<file path="src/rtl/draw_scheduler.sv">
// ---------------------------------------------------------------------------
// draw_scheduler
//   Frame-level sequencer and pixel multiplexer between the sprite/target
//   object blocks and the VGA adapter. Once per frame it walks every object
//   through erase-then-redraw using a start/active/done handshake. The
//   selected object's pixel stream is forwarded to the adapter as one
//   registered plot stream, so only one object owns the write port at a time.
//
// Ports
//   CLOCK_50      in   system clock, rising edge
//   reset         in   asynchronous active-high reset
//   obj_done      in   [NUM_OBJ]     object i finished drawing (sits in WAIT)
//   obj_we        in   [NUM_OBJ]     object i write enable
//   obj_x         in   [8*NUM_OBJ]   object i x at [8i+7:8i]
//   obj_y         in   [7*NUM_OBJ]   object i y at [7i+6:7i]
//   obj_colour    in   [24*NUM_OBJ]  object i colour at [24i+23:24i]
//   obj_start     out  [NUM_OBJ]     one-cycle pulse: object erases and reloads
//   obj_active    out  [NUM_OBJ]     level: object may leave LOAD and draw
//   vga_x/y/colour out 8/7/24        registered pixel to the adapter
//   vga_plot      out                registered write enable to the adapter
//   busy          out                a frame pass is in progress
//   overrun       out                sticky: frame tick arrived while busy
//   timeout_err   out                sticky: an object exceeded TIMEOUT
// ---------------------------------------------------------------------------
module draw_scheduler #(
    parameter int NUM_OBJ     = 3,
    parameter int FRAME_TICKS = 833333,
    parameter int TIMEOUT     = 4095
) (
    input  logic                    CLOCK_50,
    input  logic                    reset,
    input  logic [NUM_OBJ-1:0]      obj_done,
    input  logic [NUM_OBJ-1:0]      obj_we,
    input  logic [8*NUM_OBJ-1:0]    obj_x,
    input  logic [7*NUM_OBJ-1:0]    obj_y,
    input  logic [24*NUM_OBJ-1:0]   obj_colour,
    output logic [NUM_OBJ-1:0]      obj_start,
    output logic [NUM_OBJ-1:0]      obj_active,
    output logic [7:0]              vga_x,
    output logic [6:0]              vga_y,
    output logic [23:0]             vga_colour,
    output logic                    vga_plot,
    output logic                    busy,
    output logic                    overrun,
    output logic                    timeout_err
);

    localparam int SEL_W = (NUM_OBJ > 1) ? $clog2(NUM_OBJ) : 1;
    localparam int FC_W  = (FRAME_TICKS > 1) ? $clog2(FRAME_TICKS) : 1;
    localparam logic [FC_W-1:0]  FC_LAST  = FC_W'(FRAME_TICKS - 1);
    localparam logic [SEL_W-1:0] SEL_LAST = SEL_W'(NUM_OBJ - 1);
    localparam logic [11:0]      TCNT_MAX = 12'(TIMEOUT);

    typedef enum logic [2:0] {
        S_IDLE,
        S_CHECK,
        S_START,
        S_ACTIVATE,
        S_DRAW,
        S_NEXT
    } state_t;

    state_t             r_state;
    logic [SEL_W-1:0]   r_sel;
    logic [11:0]        r_tcnt;
    logic [FC_W-1:0]    r_fcnt;
    logic [NUM_OBJ-1:0] r_drawn;
    logic               r_we_prev;

    logic               w_tick;
    logic [NUM_OBJ-1:0] w_sel_oh;
    logic               w_we_sel;
    logic               w_done_sel;
    logic               w_we_rise;
    logic               w_plot_win;
    logic [7:0]         w_x_sel;
    logic [6:0]         w_y_sel;
    logic [23:0]        w_col_sel;

    // Frame counter: free-running, tick on the last count of each frame.
    always_ff @(posedge CLOCK_50 or posedge reset) begin
        if (reset) begin
            r_fcnt <= '0;
        end else if (r_fcnt == FC_LAST) begin
            r_fcnt <= '0;
        end else begin
            r_fcnt <= r_fcnt + 1'b1;
        end
    end

    assign w_tick = (r_fcnt == FC_LAST);

    // Select the current object's signals out of the packed buses.
    always_comb begin
        w_sel_oh  = '0;
        w_x_sel   = '0;
        w_y_sel   = '0;
        w_col_sel = '0;
        for (int i = 0; i < NUM_OBJ; i++) begin
            if (r_sel == SEL_W'(i)) begin
                w_sel_oh[i] = 1'b1;
                w_x_sel     = obj_x[8*i +: 8];
                w_y_sel     = obj_y[7*i +: 7];
                w_col_sel   = obj_colour[24*i +: 24];
            end
        end
    end

    assign w_we_sel   = |(obj_we & w_sel_oh);
    assign w_done_sel = |(obj_done & w_sel_oh);
    // r_we_prev is preset to 1 on ACTIVATE entry, so an erase burst already
    // running in the first cycle is not mistaken for the start of the draw;
    // only a rise after a genuine low counts.
    assign w_we_rise  = w_we_sel & ~r_we_prev;
    assign w_plot_win = (r_state == S_ACTIVATE) || (r_state == S_DRAW);
    assign busy       = (r_state != S_IDLE);

    always_ff @(posedge CLOCK_50 or posedge reset) begin
        if (reset) begin
            r_state     <= S_IDLE;
            r_sel       <= '0;
            r_tcnt      <= '0;
            r_drawn     <= '0;
            r_we_prev   <= 1'b0;
            obj_start   <= '0;
            obj_active  <= '0;
            overrun     <= 1'b0;
            timeout_err <= 1'b0;
        end else begin
            obj_start <= '0;
            // A tick during a pass is dropped, including the NEXT->IDLE cycle.
            if (w_tick && (r_state != S_IDLE)) begin
                overrun <= 1'b1;
            end
            case (r_state)
                S_IDLE: begin
                    if (w_tick) begin
                        r_sel   <= '0;
                        r_state <= S_CHECK;
                    end
                end
                S_CHECK: begin
                    // An object never drawn since reset already sits in LOAD.
                    if (r_drawn[r_sel]) begin
                        obj_start <= w_sel_oh;
                        r_state   <= S_START;
                    end else begin
                        obj_active <= w_sel_oh;
                        r_tcnt     <= '0;
                        r_we_prev  <= 1'b1;
                        r_state    <= S_ACTIVATE;
                    end
                end
                S_START: begin
                    obj_active <= w_sel_oh;
                    r_tcnt     <= '0;
                    r_we_prev  <= 1'b1;
                    r_state    <= S_ACTIVATE;
                end
                S_ACTIVATE: begin
                    r_we_prev <= w_we_sel;
                    if (r_tcnt == TCNT_MAX) begin
                        timeout_err    <= 1'b1;
                        r_drawn[r_sel] <= 1'b0;
                        obj_active     <= '0;
                        r_state        <= S_NEXT;
                    end else if (w_we_rise) begin
                        obj_active <= '0;
                        r_tcnt     <= '0;
                        r_state    <= S_DRAW;
                    end else begin
                        r_tcnt <= r_tcnt + 1'b1;
                    end
                end
                S_DRAW: begin
                    if (r_tcnt == TCNT_MAX) begin
                        timeout_err    <= 1'b1;
                        r_drawn[r_sel] <= 1'b0;
                        obj_active     <= '0;
                        r_state        <= S_NEXT;
                    end else if (w_done_sel) begin
                        r_drawn[r_sel] <= 1'b1;
                        r_state        <= S_NEXT;
                    end else begin
                        r_tcnt <= r_tcnt + 1'b1;
                    end
                end
                S_NEXT: begin
                    if (r_sel == SEL_LAST) begin
                        r_state <= S_IDLE;
                    end else begin
                        r_sel   <= r_sel + 1'b1;
                        r_state <= S_CHECK;
                    end
                end
                default: begin
                    r_state <= S_IDLE;
                end
            endcase
        end
    end

    // Pixel path: one register stage, write enable only from the selected
    // object while it owns the port.
    always_ff @(posedge CLOCK_50 or posedge reset) begin
        if (reset) begin
            vga_x      <= '0;
            vga_y      <= '0;
            vga_colour <= '0;
            vga_plot   <= 1'b0;
        end else begin
            vga_x      <= w_x_sel;
            vga_y      <= w_y_sel;
            vga_colour <= w_col_sel;
            vga_plot   <= w_we_sel & w_plot_win;
        end
    end

endmodule

</file>
<file path="config.mk">
export PLATFORM = sky130hd
export DESIGN_NAME = draw_scheduler
export DESIGN_NICKNAME = d
export VERILOG_FILES = /design/src/rtl/draw_scheduler.sv
export SDC_FILE = /design/constraint.sdc
export NUM_CORES = 1
export LEC_CHECK = 0
export BUFFER_PORTS_ARGS = -buffer_cell sky130_fd_sc_hd__clkbuf_2
export CORE_MARGIN = 5
export CORE_UTILIZATION = 24
export CTS_CLUSTER_DIAMETER = 80
export DETAILED_ROUTE_END_ITERATION = 6
export GPL_ROUTABILITY_DRIVEN = 0
export MAX_ROUTING_LAYER = met4
export PLACE_DENSITY_LB_ADDON = 0.15
export SYNTH_ARGS = -nofsm -noshare
export SYNTH_HDL_FRONTEND = slang
export SYNTH_SLANG_ARGS = --single-unit
export TNS_END_PERCENT = 5
</file>
<file path="constraint.sdc">
create_clock -name CLOCK_50 -period 4.1 [get_ports CLOCK_50]
set_clock_uncertainty 0.1 [all_clocks]
set_input_delay 0 -clock CLOCK_50 [delete_from_list [all_inputs] [get_ports CLOCK_50]]
set_output_delay 0 -clock CLOCK_50 [all_outputs]
set_load 0.05 [all_outputs]
</file>
== Word level (Yosys, flattened, before mapping) ==
Index checks and enable logic that the tools add are counted.
Storage, ports and cells
  register bits after elaboration: 89
  bits in latches: 0
  RAM bits: 0
  bits in read-only memories: 0
  output and inout bits: 49
  word-level logic and storage cells: 113
  memories kept: 0
Cells by class
  add/subtract/negate cells: 3
  multiply operators: 0
  divide/modulo/power cells: 0
  magnitude comparators: 2
  eq/ne operators: 19
  shift-type cells: 0
  mux-type cells: 47
  bitwise gates (word level): 8
  reductions and logical operators: 20
Operators by type and width (number)
  24-bit 2-to-1 mux: 3
  12-bit 2-to-1 mux: 5
  12-bit case mux with 4 select lines: 1
  3-bit 2-to-1 mux: 14
  8-bit 2-to-1 mux: 3
  7-bit 2-to-1 mux: 3
  20-bit by 1-bit adder with 20-bit output, second input constant: 1
  20-bit equality test, second input constant: 1
  20-bit 2-to-1 mux: 1
  3-bit case mux with 6 select lines: 1
  12-bit by 1-bit adder with 12-bit output, second input constant: 1
  12-bit equality test, second input constant: 1
  2-bit != test, second input constant: 6
  3-bit case mux with 4 select lines: 1
  3-bit AND: 3
  3-bit AND reduction: 3
  1-bit 2-to-1 mux: 8
  3-bit by 2-bit equality test with 1-bit output, second input constant: 2
  3-bit equality test, second input constant: 2
  3-bit by 2-bit != test with 1-bit output, second input constant: 2
  3-bit case mux with 2 select lines: 1
  3-bit nonzero test: 2
  3-bit OR reduction: 2
  5-bit AND reduction: 1
  25 further kinds: 31

== Longest topological paths before layout ==
  depth in word-level cells: 8
  gate-level depth with buffers: 9
  gate-level depth less buffers: 7

== Worst setup path before layout ==
Ideal clock, no wire load.
  path type: reg-to-reg
  start point: register r_sel[1]
  end point: register r_tcnt[3]
  setup time: 0.078 ns
  data arrival time: 2.107 ns
  path slack: 1.815 ns
  cell stages (with the launch flop): 9
  period minus slack after synthesis: 2.285 ns
  path through: dfrtp_1 > inv_1 > ha_1 > buf_6 > a222oi_1 > nor2_1 > buf_2 > or4_1 > a21oi_1
On the way
  longest elaborated chain between the ends: 8
RTL lines
  start, declared: RTL line 64  | logic [SEL_W-1:0] r_sel;
  start signal, assigned: RTL line 192  | r_sel <= r_sel + 1'b1;
  2-bit by 1-bit equality test with 1-bit output, or another cell as far along: RTL line 100  | if (r_sel == SEL_W'(i)) begin
  1-bit 2-to-1 mux: RTL line 100
  3-bit AND: RTL line 109  | assign w_we_sel = |(obj_we & w_sel_oh);
  3-bit OR reduction: RTL line 109
  1-bit AND: RTL line 114  | assign w_we_rise = w_we_sel & ~r_we_prev;
  12-bit 2-to-1 mux: RTL line 167  | end else if (w_we_rise) begin
  12-bit 2-to-1 mux: RTL line 162  | if (r_tcnt == TCNT_MAX) begin
  12-bit case mux with 4 select lines: RTL line 135  | case (r_state)
  end signal, assigned: RTL line 172  | r_tcnt <= r_tcnt + 1'b1;
  end signal, assigned: RTL line 185  | r_tcnt <= r_tcnt + 1'b1;
  end, declared: RTL line 65  | logic [11:0] r_tcnt;
Parallel ways exist; a longest one is shown, timed or not. The select of a mux whose other input is x is not followed.
A chain may end at the register's enable or synchronous reset.

== Worst setup path after layout ==
  start point: register r_sel[0]
  end point: register r_tcnt[10]
Same word-level chain as after synthesis.

==> results_dict.tcl <==
set metrics [dict create \
    drtPass1Iterations 4 \
    gr-total-overflow 0 \
    portBuffers 173 \
    cts_sinks 89 \
    irDropWorstVdd_mv 0.186 \
    vias_per_cell 4.61 \
    drive_gt1_share_pct 29.4 \
    arrival_ps 2790 \
    rows 49 \
    hold_path_end "r_state[0]" \
    ff2ff_setup_slack_ps 1480 \
    wire_per_inst_um 14.1 \
    finalCritPeriodShare_pct 63.9 \
    path_clk_slew_ps 60 \
    synth_seq_cells 89 \
    hpwl_um 9500 \
    p_per_area_mw_per_mm2 301 \
    path_class "flop to flop" \
    setup_tns_ps 0 \
    cts_buffer_depth 2 \
    min_path_cells 5 \
    share_comb_of_total_power_pct 12.9 \
    cts_tree "yes" \
    synth_top_area_cell "dfrtp_1" \
    rsz0062_at_grt "false" \
    totalWireLength_um 13100 \
    fp.dieW_um 145 \
    drc 0 \
    fmax_ghz 0.382 \
    finalHoldViolCount 0 \
    cp_cell_sequence "inv_1 -> ha_1 -> a222oi_1 -> nor2_1 -> or4_1 -> a21oi_1" \
    min_from "obj_done[0]" \
    required_ps 4270 \
    dieHeight_um 145 \
    min_path_type "input port to flop" \
    power_frac_clock_pct 41.2 \
    antennaDiodeCount 0 \
    cts_htree_levels 3 \
    slew_violations 0 \
    tightest_slew_ps 1290 \
    fin_cells 930 \
    ys_types 49 \
    netlist_top_cells_area "dfrtp_1 (51%), a22oi_1 (7.1%), o21ai_0 (5.6%)" \
    synthArstFlopShare_pct 100 \
    final_nets 827 \
    cp-start-kind "flop" \
    p_leak_uw 0.00301 \
    yosys.area.top_type_share_pct 51.1 \
    io_pins 174 \
    syn_inst 452 \
    crit_slowest_cell "or4_1" \
    die-area_mm2 0.0210 \
    clk_latency_ps 340 \
    worstReg2RegStart "r_sel[0]" \
    syn_area_mm2 0.00436 \
    syn_avg_cell_area_um2 9.64 \
    grtUsageTotal_pct 13.1 \
    relSlewSlack_pct 13.7 \
    initial_core_util_pct 24.3 \
    fin_util_pct 36.5 \
    switching_share_pct 24.6 \
    syn2layout_area_growth_pct 50.0 \
    end_kind "flop" \
    grt_pass1_vias 4435 \
    worstPathMaxFanout 21 \
    setup_viol 0 \
    grt_pass1_wl_um 21100 \
    cts_buffers 9 \
    root_buffer "clkbuf_16" \
    seqPwrFrac_pct 45.9 \
    dr.first_iter.drc_count 210 \
    synth_common_cells "dfrtp_1 (89), nand2_1 (57), o21ai_0 (49)" \
    yosysWarnings 0 \
    yosysMostFrequentCell "dfrtp_1" \
    finalPower_uw 1970 \
    antenna_left 0 \
    drv_cap 0 \
    ff2ff_path_depth 6 \
    synth_flop_cell "dfrtp_1" \
    status "finished, final reports clean" \
    synth-edff-count 0 \
    intPower_uw 1480 \
    antenna_found_initial 0 \
    fin_crit_ps 2620 \
    switching_power_uw 484 \
    grt_max_degree 83 \
    cts_resized 0 \
    coreArea_mm2 0.0179 \
    cp_slowest_stage_delay_ps 610 \
    synth_nets 583 \
    vias 4290 \
    seq_area_frac_synth_pct 51.1 \
    r2r-end "r_tcnt[10]" \
    dp.cells 833 \
]
worst max-delay path by stage:
stage | from | slack [ps] | cells after the start | to
2_1_floorplan | reset | 1690 | 1 | asynchronous set/reset pin
3_3_place_gp | r_sel[1] | 1590 | 6 | r_tcnt[8]
6_report | r_sel[0] | 1480 | 6 | r_tcnt[10]
3_5_place_dp | r_sel[0] | 1510 | 6 | r_tcnt[10]
4_1_cts | r_sel[0] | 1470 | 6 | r_tcnt[10]
5_1_grt | r_sel[1] | 1220 | 6 | r_tcnt[9]
registers in the layout, summed over array words and instances (netlist names), named ones only:
name,count
timeout_err,1
r_tcnt,12
vga_plot,1
r_sel,2
r_state,3
vga_colour,24
r_fcnt,20
vga_y,7
r_we_prev,1
overrun,1
vga_x,8
obj_start,3
obj_active,3
routing by layer:
layer	wire (µm)	global-route usage, %	share of wire (%)	up-vias
li1	-	-	-	2126
met1	5730	15.7	44	2010
met2	6200	20.6	47	135
met3	860	4.24	6.6	19
met4	304	5.30	2.3	0
met5	0	-	0	-
worst max-delay path: cells and delay by family (launching register included):
family	cells	cell delay [ps]
simple gates	2	1020
compound gates	2	550
flops	1	450
fa+ha+maj	1	300
buf+inv	1	110
per-stage QoR:
step / cell area, µm² / setup slack (ps) / hold WS [ps]
after floorplan: 4360 / 1690 / 21.0
after global placement: 5440 / 1590 / 107
after detailed placement: 5440 / 1510 / 113
after CTS: 6540 / 1470 / 139
after global routing: 6540 / 1220 / 190
final: 6540 / 1480 / 156
cells by family (layout without fill, tap and decap cells):
family                     after synthesis  in the layout  synth area share, %
and+or+nand+nor                        160            160                 18.6
AOI/OAI and AO/OA                      133            133                 19.6
DFF                                     89             89                 51.1
buffers and inverters                   41            290                 4.05
xor gates and xnor gates                17             17                 3.42
adders and majority gates                6              6                 1.72
muxes                                    6              6                 1.46
cells in the final DEF (no fill, tap or decap), drive strengths merged, types with 2 or more instances in the layout:
master and instances:
nor2 32, a222oi 2, o2111ai 2, o31ai 7, o21bai 2, clkbuf 183, xnor2 9, buf 5
dlygate4sd3 81, dfrtp 89, a21o 3, nor3 6, ha 6, nand2 58, nand3 15, nor4 3
or4 7, clkinv 6, and3 7, inv 14, mux2i 6, o211ai 3, or3 2, nand3b 3
a22oi 41, and2 2, a21oi 18, nand4 12, nand4b 3, o41ai 2, nor2b 4, xor2 8
or3b 2, o21ai 50
timing repair:
action / in CTS / in global routing
hold endpoints to repair: 96 / 0
setup buffers: 0 / 0
hold buffers: 81 / 0
cell type report:
cell class	instances	area, µm²
sequential	89	2230
tap	229	287
clock inverter	6	58.8
inverter	15	57.6
multi-input combinational	322	1960
clock buffer	10	229
timing repair buffer	259	1710
fill	1841	11400
power by group through the flow:
stage          Clock, µW  Combinational (µW)  Sequential [µW]
2_1_floorplan          0                31.7              990
3_3_place_gp           0                 198              919
3_5_place_dp           0                 199              919
4_1_cts              845                 256              903
5_1_grt              885                 275              904
6_report             811                 253              903
(Power assumes the default switching activity.)
